[src/rtl/sys1_input_ctrl.sv]
// System 1 input front end: PS/2 and joystick merge, coin pulse shaping and
// DIP-switch capture driving the active-low INP/DSW buses of the game core.
module sys1_input_ctrl #(
  parameter int          PLAYERS   = 2,
  parameter int          DSW_BYTES = 8,
  parameter logic [15:0] COIN_LEN  = 16'd4800,
  parameter logic [15:0] COIN_GAP  = 16'd4800
) (
  input  logic                   clk_sys,
  input  logic                   reset,
  input  logic [10:0]            ps2_key,
  input  logic [16*PLAYERS-1:0]  joy,
  input  logic                   cocktail,
  input  logic                   ioctl_wr,
  input  logic [7:0]             ioctl_index,
  input  logic [24:0]            ioctl_addr,
  input  logic [7:0]             ioctl_dout,
  output logic [8*PLAYERS-1:0]   inp,
  output logic [7:0]             inp_sys,
  output logic [8*DSW_BYTES-1:0] dsw
);

  // Internal arrays always hold at least two players so the P2->P1 merge is well formed.
  localparam int NP = (PLAYERS < 2) ? 2 : PLAYERS;

  typedef enum logic [1:0] {S_IDLE = 2'd0, S_PULSE = 2'd1, S_GAP = 2'd2} coin_st_e;

  // Per-player control order: 0 right, 1 left, 2 down, 3 up, 4 trig1, 5 trig2 (same as joy).
  logic       r_ps2_tog;
  logic [5:0] r_key_p1;
  logic [5:0] r_key_p2;
  logic       r_key_start1, r_key_start2, r_key_coin1, r_key_coin2, r_key_f1, r_key_f2;

  logic [16*NP-1:0] w_joy;
  logic [5:0]       w_ctrl [NP];
  logic [NP-1:0]    w_coin_req;
  logic             w_start1, w_start2, w_coin, w_ps2_evt, w_unused;

  coin_st_e           r_st  [PLAYERS];
  logic [15:0]        r_cnt [PLAYERS];
  logic [PLAYERS-1:0] r_req;
  logic [PLAYERS-1:0] r_req_d;

  logic [8*PLAYERS-1:0]   r_inp;
  logic [7:0]             r_inp_sys;
  logic [8*DSW_BYTES-1:0] r_dsw = '1;

  assign w_ps2_evt = ps2_key[10] ^ r_ps2_tog;
  assign w_unused  = ^w_joy;
  assign inp       = r_inp;
  assign inp_sys   = r_inp_sys;
  assign dsw       = r_dsw;

  // PS/2 event detection and key state registers.
  always_ff @(posedge clk_sys) begin
    r_ps2_tog <= ps2_key[10];
    if (reset) begin
      r_key_p1     <= 6'd0;
      r_key_p2     <= 6'd0;
      r_key_start1 <= 1'b0;
      r_key_start2 <= 1'b0;
      r_key_coin1  <= 1'b0;
      r_key_coin2  <= 1'b0;
      r_key_f1     <= 1'b0;
      r_key_f2     <= 1'b0;
    end else if (w_ps2_evt) begin
      // Arrow keys accept either E0 state; everything else needs the full 9-bit code.
      case (ps2_key[8:0])
        9'h075, 9'h175: r_key_p1[3]  <= ps2_key[9];
        9'h072, 9'h172: r_key_p1[2]  <= ps2_key[9];
        9'h06B, 9'h16B: r_key_p1[1]  <= ps2_key[9];
        9'h074, 9'h174: r_key_p1[0]  <= ps2_key[9];
        9'h029:         r_key_p1[4]  <= ps2_key[9];
        9'h014:         r_key_p1[5]  <= ps2_key[9];
        9'h005:         r_key_f1     <= ps2_key[9];
        9'h006:         r_key_f2     <= ps2_key[9];
        9'h016:         r_key_start1 <= ps2_key[9];
        9'h01E:         r_key_start2 <= ps2_key[9];
        9'h02E:         r_key_coin1  <= ps2_key[9];
        9'h036:         r_key_coin2  <= ps2_key[9];
        9'h02D:         r_key_p2[3]  <= ps2_key[9];
        9'h02B:         r_key_p2[2]  <= ps2_key[9];
        9'h023:         r_key_p2[1]  <= ps2_key[9];
        9'h034:         r_key_p2[0]  <= ps2_key[9];
        9'h01C:         r_key_p2[4]  <= ps2_key[9];
        9'h01B:         r_key_p2[5]  <= ps2_key[9];
        default:        ;
      endcase
    end
  end

  // Keyboard/joystick merge, start and coin request generation.
  always_comb begin
    w_joy = '0;
    w_joy[16*PLAYERS-1:0] = joy;
    w_start1 = r_key_start1 | r_key_f1;
    w_start2 = r_key_start2 | r_key_f2;
    w_coin   = 1'b0;
    for (int p = 0; p < NP; p++) begin
      w_ctrl[p]     = w_joy[16*p +: 6];
      w_coin_req[p] = w_joy[16*p+8];
      w_start1      = w_start1 | w_joy[16*p+6];
      w_start2      = w_start2 | w_joy[16*p+7];
    end
    w_ctrl[0]     = w_ctrl[0] | r_key_p1;
    w_ctrl[1]     = w_ctrl[1] | r_key_p2;
    w_coin_req[0] = w_coin_req[0] | r_key_coin1 | r_key_f1;
    w_coin_req[1] = w_coin_req[1] | r_key_coin2 | r_key_f2;
    w_ctrl[0]     = w_ctrl[0] | ((!cocktail && PLAYERS >= 2) ? w_ctrl[1] : 6'd0);
    for (int p = 0; p < PLAYERS; p++) begin
      w_coin = w_coin | (r_st[p] == S_PULSE);
    end
  end

  // Coin shapers: one fixed-width pulse per request rising edge, then a lockout gap.
  always_ff @(posedge clk_sys) begin
    for (int p = 0; p < PLAYERS; p++) begin
      if (reset) begin
        // Seeding both edge taps with the live request means a held coin cannot retrigger.
        r_st[p]    <= S_IDLE;
        r_cnt[p]   <= 16'd0;
        r_req[p]   <= w_coin_req[p];
        r_req_d[p] <= w_coin_req[p];
      end else begin
        r_req[p]   <= w_coin_req[p];
        r_req_d[p] <= r_req[p];
        case (r_st[p])
          S_IDLE: begin
            if (r_req[p] && !r_req_d[p]) begin
              r_st[p]  <= S_PULSE;
              r_cnt[p] <= COIN_LEN - 16'd1;
            end
          end
          S_PULSE: begin
            if (r_cnt[p] == 16'd0) begin
              r_st[p]  <= S_GAP;
              r_cnt[p] <= COIN_GAP - 16'd1;
            end else begin
              r_cnt[p] <= r_cnt[p] - 16'd1;
            end
          end
          S_GAP: begin
            if (r_cnt[p] == 16'd0) begin
              r_st[p] <= S_IDLE;
            end else begin
              r_cnt[p] <= r_cnt[p] - 16'd1;
            end
          end
          default: begin
            r_st[p]  <= S_IDLE;
            r_cnt[p] <= 16'd0;
          end
        endcase
      end
    end
  end

  // Active-low output registers.
  always_ff @(posedge clk_sys) begin
    if (reset) begin
      r_inp     <= '1;
      r_inp_sys <= 8'hFF;
    end else begin
      for (int p = 0; p < PLAYERS; p++) begin
        r_inp[8*p +: 8] <= ~{w_ctrl[p][1], w_ctrl[p][0], w_ctrl[p][3], w_ctrl[p][2],
                             1'b0, w_ctrl[p][5], w_ctrl[p][4], 1'b0};
      end
      r_inp_sys <= ~{2'b00, w_start2, w_start1, 3'b000, w_coin};
    end
  end

  // DIP capture; deliberately ignores reset so settings survive a core reset.
  always_ff @(posedge clk_sys) begin
    if (ioctl_wr && ioctl_index == 8'd254 && ioctl_addr < 25'(DSW_BYTES)) begin
      for (int k = 0; k < DSW_BYTES; k++) begin
        if (ioctl_addr[2:0] == 3'(k)) begin
          r_dsw[8*k +: 8] <= ioctl_dout;
        end
      end
    end
  end

endmodule

[config.mk]
export PLATFORM = sky130hd
export DESIGN_NAME = sys1_input_ctrl
export DESIGN_NICKNAME = d
export VERILOG_FILES = /design/src/rtl/sys1_input_ctrl.sv
export SDC_FILE = /design/constraint.sdc
export NUM_CORES = 1
export LEC_CHECK = 0
export BUFFER_PORTS_ARGS = -buffer_cell sky130_fd_sc_hd__buf_2
export CORE_ASPECT_RATIO = 1.75
export CORE_MARGIN = 5
export CORE_UTILIZATION = 51
export DETAILED_ROUTE_END_ITERATION = 8
export GPL_TIMING_DRIVEN = 0
export PLACE_DENSITY = 0.82
export SYNTH_ARGS = -nofsm -noshare
export SYNTH_HDL_FRONTEND = slang
export SYNTH_SLANG_ARGS = --single-unit
[constraint.sdc]
create_clock -name clk_sys -period 2.75 [get_ports clk_sys]
set_clock_uncertainty 0.1 [all_clocks]
set_input_delay 0.275 -clock clk_sys [delete_from_list [all_inputs] [get_ports clk_sys]]
set_output_delay 0.275 -clock clk_sys [all_outputs]
set_load 0.05 [all_outputs]
==> run_results.csv, run 1 <==
group,metric,value,unit
power_and_ir_drop,p_leak,2.83,nW
placed_design,dp_hpwl,9.88,mm
yosys,synth_edf_count,100,
clock_network,htreeDepth,4,
critical_path,slowest_delay,690,ps
sta,rsz0062_at_grt,"no",
outcome,status,"finished, final reports clean",
yosys,postSynth.asyncResetShare,0,%
floorplan,initial_core_util,51.8,%
clock_network,insertion_delay,410,ps
critical_path,crit_path_cell_trace,"nor4_2, and4_1, mux2i_1, a21oi_1",
power_and_ir_drop,ir_drop,0.604,mV
sta,setup_viol,0,
global_route,grt_max_degree,17,
power_and_ir_drop,p_seq_share,46.7,%
clock_network,clk_pin_slew,60,ps
finish,antennaDiodeCount,0,
yosys,yosysSeqAreaShare,65.8,%
flow_run,cap_violations,0,
clock_network,post_cts.repair.setup_buffers,0,
sta,hold_viol_final,0,
power_and_ir_drop,total_power,5.35,mW
critical_path,start_kind,"flip-flop",
power_and_ir_drop,p_comb_share,13.3,%
yosys,synth_seq_cells,138,
power_and_ir_drop,pwr-share-clk,40.0,%
yosys,synth_most_common_cell,"edfxtp_1",
yosys,synth_common_cells,"edfxtp_1, nor2_1, dfxtp_1, a21oi_1, nand2_1",
route,drt_iter0_markers,224,
floorplan,die_w,90.1,um
critical_path,path_class,"flip-flop to flip-flop",
floorplan,die-area,0.0135,mm^2
clock_network,clockRootBuffer,"clkbuf_16",
yosys,synth_ff_type,"edfxtp_1",
floorplan,core_area,0.0110,mm^2
yosys,synth_top_area_share,52.5,%
power_and_ir_drop,intPower,3.96,mW
finish,drive_gt1_share,33.1,%
yosys,postSynthAreaPerCell,12.9,um^2
clock_network,clock_path_buffers,2,
route,drc_errors,0,
sta,slew_headroom,36.9,%
global_route,antenna_found_initial,0,
critical_path,critical_path_arrival,2610,ps
route,wl_per_cell,17.7,um
sta,period_share,94.2,%
yosys,synthCells,442,
finish,fin_nets,730,
finish,fillers,777,
route,vias,4335,
min_path,hold_class,"input pin to flip-flop",
power_and_ir_drop,p_switching,1.39,mW
yosys,synth_cell_types,54,
clock_network,cts_tree,"yes",
sta,max_freq,0.386,GHz
finish,area_growth,29.8,%
power_and_ir_drop,power.density,720,mW/mm^2
sta,slew_violations,0,
placed_design,placed_cells,732,
yosys,netlist_area,0.00572,mm^2
global_route,grt_pass1_wl,22.3,mm
yosys,synth.area.top_cells,"edfxtp_1, dfxtp_1, nor2_1",
critical_path,worstSetupEndpointType,"flip-flop",
critical_path,cpMaxStageDelayCell,"mux2i_1",
yosys,yosysWarningCount,0,
route,routed_via_density,5.55,
sta,tightest_slew,939,ps
critical_path,required,2770,ps
global_route,grt_pass1_vias,4646,
power_and_ir_drop,p_sw_share,25.9,%
clock_network,cts_buffers,17,
route,antenna_left,0,
global_route,gr-total-overflow,0,
yosys,synth_top_cell_by_area,"edfxtp_1",
floorplan,rows,51,
route,first_pass_iters,4,
placed_design,globalplace.congestion,0.891,
critical_path,cp_max_fo,9,
floorplan,ios,176,
sta,min_period,2590,ps
floorplan,die_height,150,um
global_route,grt_usage,20.7,%
route,wl,13.8,mm
clock_network,cts_num_sinks,138,
finish,final_cell_count_no_fill,781,
sta,finalSetupTns,0,ps
placed_design,io_buffers,149,
## flip-flops by register name, summed over array words and instances, names as in the netlist
name          cells
r_cnt            32
r_ps2_tog         1
r_key_start2      1
r_key_coin2       1
r_req_d           2
r_key_p2          6
r_st              4
dsw              64
r_req             2
r_key_coin1       1
r_key_f1          1
inp              12
r_key_f2          1
inp_sys           3
r_key_p1          6
r_key_start1      1
## layout by cell type (no fill, tap or decap), types with 4 or more instances in the layout
cell type and n:
nor3_1 6, edfxtp_1 100, o41ai_1 4, clkbuf_1 10, nand3_1 7, buf_2 152, ha_1 4, nand4b_1 6
o21ai_0 11, buf_4 10, xor2_1 18, or3_1 8, nor4_2 5, nor4_1 14, mux2i_1 9, conb_1 9
dlygate4sd3_1 19, o31ai_1 8, clkinvlp_4 4, dfxtp_1 38, nor3_2 4, nand2b_1 6, nand4_1 10, clkbuf_16 17
inv_1 8, a21oi_1 26, nor2_1 50, or4b_2 4, nand3b_1 5, nand2_1 20, xnor2_1 9
## power groups by stage
stage	sequential, mW	combinational, mW	clock [mW]
floorplan	2.56	0.439	0
detailed placement	2.54	0.677	0
CTS	2.50	0.710	2.17
global route	2.51	0.785	2.27
global placement	2.52	0.644	0
finish	2.50	0.713	2.14
## metal layers
layer  track usage (%)  share of wire, %
met3              5.60               7.4
met2              38.5                54
met4              11.6               3.3
met5                 0                 0
met1              20.5                35
## worst paths after layout
check | start | to | slack [ps] | depth (start not counted)
setup / recovery | r_cnt[1][4] | r_cnt[1][1] | 160 | 4
hold reg to reg | r_key_coin1 | r_key_coin1 | 370 | 2
setup reg to reg | r_cnt[1][4] | r_cnt[1][1] | 160 | 4
hold / removal | ioctl_dout[5] | dsw[53] | 40 | 1
## layout make-up
cell class	instances	area (um^2)	area share, %
sequential	138	3760	50.7
multi-input combinational	281	1850	24.8
tap	132	165	2.22
inverter	9	33.8	0.455
clock buffer	17	425	5.73
buffer	22	120	1.62
timing repair buffer	169	943	12.7
clock inverter	13	130	1.75
## worst max-delay path, delay by kind of cell (launching register included)
family             cells  cell delay [ps]
and+or+nand+nor        2              960
muxes                  1              690
DFF                    1              450
AOI/OAI and AO/OA      1               90
## cells by family (layout without fill, tap and decap cells)
kind of cell | count (synthesis) | count (layout) | share of synthesized area (%)
simple gates | 166 | 166 | 17.4
flops | 138 | 138 | 65.8
compound gates | 64 | 64 | 7.06
buf+inv | 31 | 230 | 2.69
xor+xnor | 27 | 27 | 4.13
mux | 11 | 11 | 1.97
fa+ha+maj | 4 | 4 | 0.875
other cells | 1 | 9 | 0.0655
## timing repair
action                     in CTS  in global routing
setup endpoints to repair      16                  0
resized for setup               2                  0
hold buffers                   19                  0
hold endpoints to repair       17                  0
## through the flow
stage	hold WS [ps]	util, %	setup slack [ps]	instance area [um^2]
floorplan	203	-	225	5750
global placement	329	60.4	-407	6660
detailed placement	336	60.4	-543	6670
CTS	26.3	67.3	147	7430
global route	39.0	67.3	41.7	7430
finish	41.5	67.3	159	7430
Power figures use the tool's default switching activity.
==> inputs of run 2 (changes only) <==
--- a/config.mk
+++ b/config.mk
@@ -6,9 +6,11 @@
 export NUM_CORES = 1
 export LEC_CHECK = 0
 export BUFFER_PORTS_ARGS = -buffer_cell sky130_fd_sc_hd__buf_2
+export CELL_PAD_IN_SITES_DETAIL_PLACEMENT = 0
+export CELL_PAD_IN_SITES_GLOBAL_PLACEMENT = 1
 export CORE_ASPECT_RATIO = 1.75
-export CORE_MARGIN = 5
-export CORE_UTILIZATION = 51
+export CORE_MARGIN = 8
+export CORE_UTILIZATION = 40
 export DETAILED_ROUTE_END_ITERATION = 8
 export GPL_TIMING_DRIVEN = 0
 export PLACE_DENSITY = 0.82
==> run 2 against run 1 <==
- global-route usage is 4.6 points lower
- final area is 1.1% higher
- core utilization is 14 points lower
- critical path depth is 1 higher
- first-iteration DRC count is 20% lower
- sequential power hardly changed
- final cell count is 6.4% higher
- hold slack worse by 2.2 ps
- via count is 0.83% lower
- combinational power hardly changed
- critical path type is now input pin to flip-flop
- clock power is 4% higher
- setup slack worse by 22 ps
==> run_results.csv, run 2 (synthesis gave the netlist of run 1 again) <==
group,metric,value,unit
outcome,status,"finished, final reports clean",
global_route,grt_pass1_wl,23.1,mm
global_route,grt_pass1_vias,4617,
floorplan,ios,176,
power_and_ir_drop,p_leak,2.83,nW
critical_path,start_kind,"input pin",
route,routed_via_density,5.17,
clock_network,cts_num_sinks,138,
sta,max_freq,0.383,GHz
floorplan,rows,58,
placed_design,globalplace.congestion,0.799,
flow_run,cap_violations,0,
finish,antennaDiodeCount,0,
finish,drive_gt1_share,33.3,%
finish,final_common_cell,"buf_2",
clock_network,cts_buffers,17,
power_and_ir_drop,p_sw_share,26.5,%
global_route,grt_usage,16.1,%
min_path,hold_class,"input pin to flip-flop",
finish,final_cell_mix,"buf_2, edfxtp_1, nor2_1, dfxtp_1, a21oi_1",
critical_path,worstSetupEndpointType,"flip-flop",
placed_design,placed_cells,780,
finish,area_growth,31.2,%
power_and_ir_drop,pwr-share-clk,41.0,%
sta,slew_violations,0,
clock_network,post_cts.repair.setup_buffers,0,
placed_design,pre_cts_ws,-500,ps
route,antenna_left,0,
clock_network,cts_tree,"yes",
sta,tightest_slew,1190,ps
floorplan,die_height,174,um
floorplan,initial_core_util,40.4,%
critical_path,cp_max_fo,8,
critical_path,rrSetupSlack,160,ps
placed_design,dp_hpwl,11.0,mm
placed_design,io_buffers,149,
sta,slew_headroom,20.0,%
clock_network,htreeDepth,4,
sta,timing.final.ws_setup,137,ps
power_and_ir_drop,p_switching,1.44,mW
power_and_ir_drop,intPower,3.99,mW
clock_network,insertion_delay,410,ps
route,first_pass_iters,4,
placed_design,placed_cell_area,0.00673,mm^2
finish,fin_nets,730,
sta,finalSetupTns,0,ps
finish,fin_area,0.00751,mm^2
critical_path,critical_path_arrival,2530,ps
sta,hold_viol_final,0,
critical_path,regToRegStartpoint,"r_cnt[1][6]",
sta,rsz0062_at_grt,"no",
floorplan,die-area,0.0185,mm^2
finish,fillers,1234,
critical_path,path_class,"input pin to flip-flop",
power_and_ir_drop,p_seq_share,45.9,%
critical_path,crit_path_end,"dsw[13]",
critical_path,worstSetupStartpoint,"ioctl_addr[24]",
route,drt_iter0_markers,179,
global_route,antenna_found_initial,0,
critical_path,ff2ff_path_depth,3,
critical_path,worst_r2r_endpoint,"r_cnt[1][15]",
global_route,grt_max_degree,17,
power_and_ir_drop,p_comb_share,13.1,%
critical_path,required,2670,ps
floorplan,core_area,0.0142,mm^2
sta,period_share,95.0,%
route,drc_errors,0,
power_and_ir_drop,ir_drop,0.473,mV
floorplan,die_w,106,um
finish,final_cell_count_no_fill,831,
route,wl,15.0,mm
clock_network,clk_pin_slew,60,ps
finish,finish.utilization,53.1,%
route,wl_per_cell,18.0,um
finish,largest_register_ffs,64,
sta,min_period,2610,ps
global_route,gr-total-overflow,0,
clock_network,clockRootBuffer,"clkbuf_16",
sta,setup_viol,0,
clock_network,clock_path_buffers,2,
route,vias,4299,
power_and_ir_drop,power.density,723,mW/mm^2
==> run 2: repair_timing <==
item | 4_1_cts | 5_1_grt
setup endpoints to repair | 8 | 9
resized for setup | 1 | 1
hold endpoints to repair | 17 | 0
pin swaps | 0 | 0
hold buffers | 19 | 0
==> run 2: area by class of cell <==
class	instances	area, um^2	area share, %
clock inverter	13	144	1.92
clock buffer	19	433	5.77
multi-input combinational	281	1840	24.6
tap	180	225	3.00
sequential	138	3760	50.1
timing repair buffer	169	943	12.6
buffer	22	120	1.60
inverter	9	33.8	0.450
==> run 2: how the worst min path moves through the flow <==
stage / start / end / slack [ps] / depth (start not counted)
after floorplan: ps2_key[10] / r_ps2_tog / 200 / 0
after global placement: ps2_key[10] / r_ps2_tog / 330 / 1
after detailed placement: ps2_key[10] / r_ps2_tog / 330 / 1
after CTS: ioctl_dout[7] / dsw[7] / 20 / 1
after global routing: ioctl_dout[4] / dsw[28] / 30 / 1
final: ioctl_dout[4] / dsw[4] / 40 / 1
==> run 2: stage by stage <==
step                      power (mW)  hold WS (ps)
after floorplan                 3.00           203
after global placement          3.18           329
after detailed placement        3.22           333
after CTS                       5.47          16.5
after global routing            5.63          25.0
final                           5.43          39.3
==> run 2: critical path, cell delays in order <==
cell	delay (ps)
buf_2	100
or4b_2	680
nor4_2	330
nand3_1	200
nor3_1	950
==> run 2: power by group through the flow <==
stage                     logic, mW  clock network [mW]  registers [mW]
after floorplan               0.439                   0            2.56
after global placement        0.658                   0            2.52
after detailed placement      0.684                   0            2.53
after CTS                     0.715                2.26            2.49
after global routing          0.787                2.34            2.51
final                         0.713                2.22            2.49
==> run 2: routing by layer <==
metal | up-vias | track usage [%] | share of wire (%)
met5 | - | 0 | 0
met1 | 2067 | 15.9 | 38
li1 | 2061 | - | -
met3 | 33 | 5.27 | 4.7
met4 | 0 | 8.79 | 3.4
met2 | 138 | 28.5 | 54
==> inputs of run 3 (changes only) <==
--- a/config.mk
+++ b/config.mk
@@ -6,14 +6,14 @@
 export NUM_CORES = 1
 export LEC_CHECK = 0
 export BUFFER_PORTS_ARGS = -buffer_cell sky130_fd_sc_hd__buf_2
+export CAP_MARGIN = 20
 export CELL_PAD_IN_SITES_DETAIL_PLACEMENT = 0
 export CELL_PAD_IN_SITES_GLOBAL_PLACEMENT = 1
 export CORE_ASPECT_RATIO = 1.75
 export CORE_MARGIN = 8
-export CORE_UTILIZATION = 40
+export CORE_UTILIZATION = 36
 export DETAILED_ROUTE_END_ITERATION = 8
-export GPL_TIMING_DRIVEN = 0
-export PLACE_DENSITY = 0.82
+export PLACE_DENSITY = 0.78
 export SYNTH_ARGS = -nofsm -noshare
 export SYNTH_HDL_FRONTEND = slang
 export SYNTH_SLANG_ARGS = --single-unit
==> constraint.sdc (replaced) <==
create_clock -name clk_sys -period 2.35 [get_ports clk_sys]
set_clock_uncertainty 0.1 [all_clocks]
set_input_delay 0.235 -clock clk_sys [delete_from_list [all_inputs] [get_ports clk_sys]]
set_output_delay 0.235 -clock clk_sys [all_outputs]
set_load 0.05 [all_outputs]
==> run 3 against run 2 <==
- core utilization is 4.3 points lower
- non-clock buffer count is 10 higher
- sequential share of layout area is 1.0 points lower
- final area is 2.0% higher
- count of clock-buffer cells in the layout is 2 lower
- setup slack better by 49 ps
- global-route usage is 1.7 points lower
- critical endpoint is now r_cnt[1][3]
- highest routed layer unchanged
==> run_results.csv, run 3 (synthesis gave the netlist of run 1 again) <==
group,metric,value,unit
outcome,status,"finished, final reports clean",
clock_network,cts_buffers,17,
critical_path,ff2ff_path_depth,4,
sta,finalSetupTns,0,ps
placed_design,pre_cts_ws,-37.3,ps
placed_design,globalplace.congestion,0.812,
critical_path,slowest_delay,500,ps
sta,slew_violations,0,
sta,slew_headroom,47.7,%
clock_network,insertion_delay,410,ps
critical_path,crit_path_end,"r_cnt[1][3]",
clock_network,clockRootBuffer,"clkbuf_16",
critical_path,required,2420,ps
min_path,hp-start,"ioctl_dout[4]",
floorplan,die_height,183,um
critical_path,worstSetupStartpoint,"r_cnt[1][12]",
sta,max_freq,0.462,GHz
global_route,grt_max_degree,27,
global_route,grt_pass1_wl,23.3,mm
finish,fin_area,0.00766,mm^2
route,drc_errors,0,
critical_path,path_class,"flip-flop to flip-flop",
critical_path,cpMaxStageDelayCell,"a2111o_1",
floorplan,initial_core_util,36.4,%
critical_path,start_kind,"flip-flop",
clock_network,cts_tree,"yes",
route,wl,14.8,mm
critical_path,cp_max_fo,16,
finish,drive_gt1_share,36.0,%
global_route,gr-total-overflow,0,
power_and_ir_drop,intPower,4.57,mW
power_and_ir_drop,p_leak,2.95,nW
route,met2_length,8.25,mm
power_and_ir_drop,pwr-share-clk,40.3,%
power_and_ir_drop,power.density,833,mW/mm^2
placed_design,dp_hpwl,11.3,mm
critical_path,critical_path_arrival,2230,ps
finish,final_common_cell,"buf_2",
route,routed_via_density,5.06,
clock_network,clk_pin_slew,70,ps
global_route,grt_usage,14.4,%
sta,period_share,92.1,%
sta,setup_viol,0,
route,m1WireLength,5.62,mm
flow_run,cap_violations,0,
sta,timing.final.ws_setup,186,ps
sta,rsz0062_at_grt,"no",
route,highest_layer,"met4",
clock_network,htreeDepth,4,
critical_path,crit_path_cell_trace,"nor4_1, nand4_1, a2111o_1, buf_12",
route,drt_iter0_markers,219,
critical_path,rrSetupSlack,190,ps
finish,final_cell_mix,"buf_2, edfxtp_1, nor2_1, dfxtp_1, buf_4",
global_route,grt_pass1_vias,4564,
clock_network,clock_path_buffers,2,
clock_network,cts_num_sinks,138,
finish,largest_register_ffs,64,
floorplan,ios,176,
min_path,hold_class,"input pin to flip-flop",
sta,hold_viol_final,0,
critical_path,critPathTopFamily,"simple AND/OR/NAND/NOR gates",
sta,tightest_slew,779,ps
route,first_pass_iters,6,
placed_design,placed_cell_area,0.00686,mm^2
floorplan,rows,61,
route,wl_per_cell,17.4,um
route,antenna_left,0,
global_route,antenna_found_initial,0,
placed_design,io_buffers,152,
finish,fin_nets,740,
power_and_ir_drop,ir_drop,0.451,mV
finish,antennaDiodeCount,0,
route,vias,4302,
finish,area_growth,33.8,%
critical_path,worst_r2r_endpoint,"r_cnt[1][3]",
power_and_ir_drop,p_switching,1.81,mW
sta,min_period,2160,ps
critical_path,regToRegStartpoint,"r_cnt[1][12]",
floorplan,die-area,0.0203,mm^2
critical_path,crit_cells,4,
power_and_ir_drop,p_seq_share,45.7,%
critical_path,cp.buffers_inverters,1,
floorplan,core_area,0.0157,mm^2
power_and_ir_drop,p_comb_share,14.0,%
power_and_ir_drop,p_sw_share,28.4,%
critical_path,worstSetupEndpointType,"flip-flop",
floorplan,die_w,111,um
route,routed-wl-met3,621,um
run 3: changes by cell type in the layout (fill, tap and decap cells not counted), moves of 2 or more:
cell,delta
buf_4,+17
bufinv_16,-2
clkbuf_1,-12
clkinv_2,-2
clkinv_8,+2
clkinvlp_4,-2
dlygate4sd3_1,+2
inv_8,+5
nor3_1,-2
nor3_2,+2
run 3: layout make-up:
| class | instances | area, um^2 |
|---|---|---|
| Clock buffer | 17 | 425 |
| Clock inverter | 15 | 156 |
| Fill cell | 1439 | 8060 |
| Inverter | 9 | 33.8 |
| Multi-Input combinational cell | 281 | 1850 |
| Sequential cell | 138 | 3760 |
| Tap cell | 189 | 236 |
| Timing Repair Buffer | 201 | 1190 |
run 3: stage by stage:
step,instances,power (mW),hold slack (ps),util [%]
after floorplan,450,3.51,163,-
after global placement,797,3.79,290,43.6
after detailed placement,797,3.83,294,43.6
after CTS,850,6.44,9.46,48.7
after global routing,850,6.67,4.44,48.7
final,850,6.38,19.8,48.7
run 3: metal layers:
metal  track usage (%)  vias to the layer above
li1                  -                     2084
met4              6.60                        0
met2              26.6                      113
met5                 0                        -
met3              3.73                       19
met1              14.7                     2086
run 3: worst min path at each step:
stage / to / slack, ps / cells after the start
CTS: dsw[13] / 9 / 1
global route: dsw[28] / 4 / 1
global placement: r_ps2_tog / 290 / 1
detailed placement: r_ps2_tog / 290 / 1
finish: dsw[28] / 20 / 1
floorplan: r_ps2_tog / 160 / 0
run 3: power groups by stage:
stage / Sequential (mW) / Clock, mW / Combinational, mW
finish: 2.92 / 2.57 / 0.893
global placement: 2.96 / 0 / 0.836
global route: 2.94 / 2.74 / 0.987
detailed placement: 2.97 / 0 / 0.864
floorplan: 2.99 / 0 / 0.514
CTS: 2.92 / 2.62 / 0.898
run 3: repair_timing:
action                                  in CTS  in global routing
endpoints found under the setup margin       0                  9
resized for setup                            0                  1
endpoints found under the hold margin       24                  0
setup buffers                                0                  0
hold buffers                                21                  0
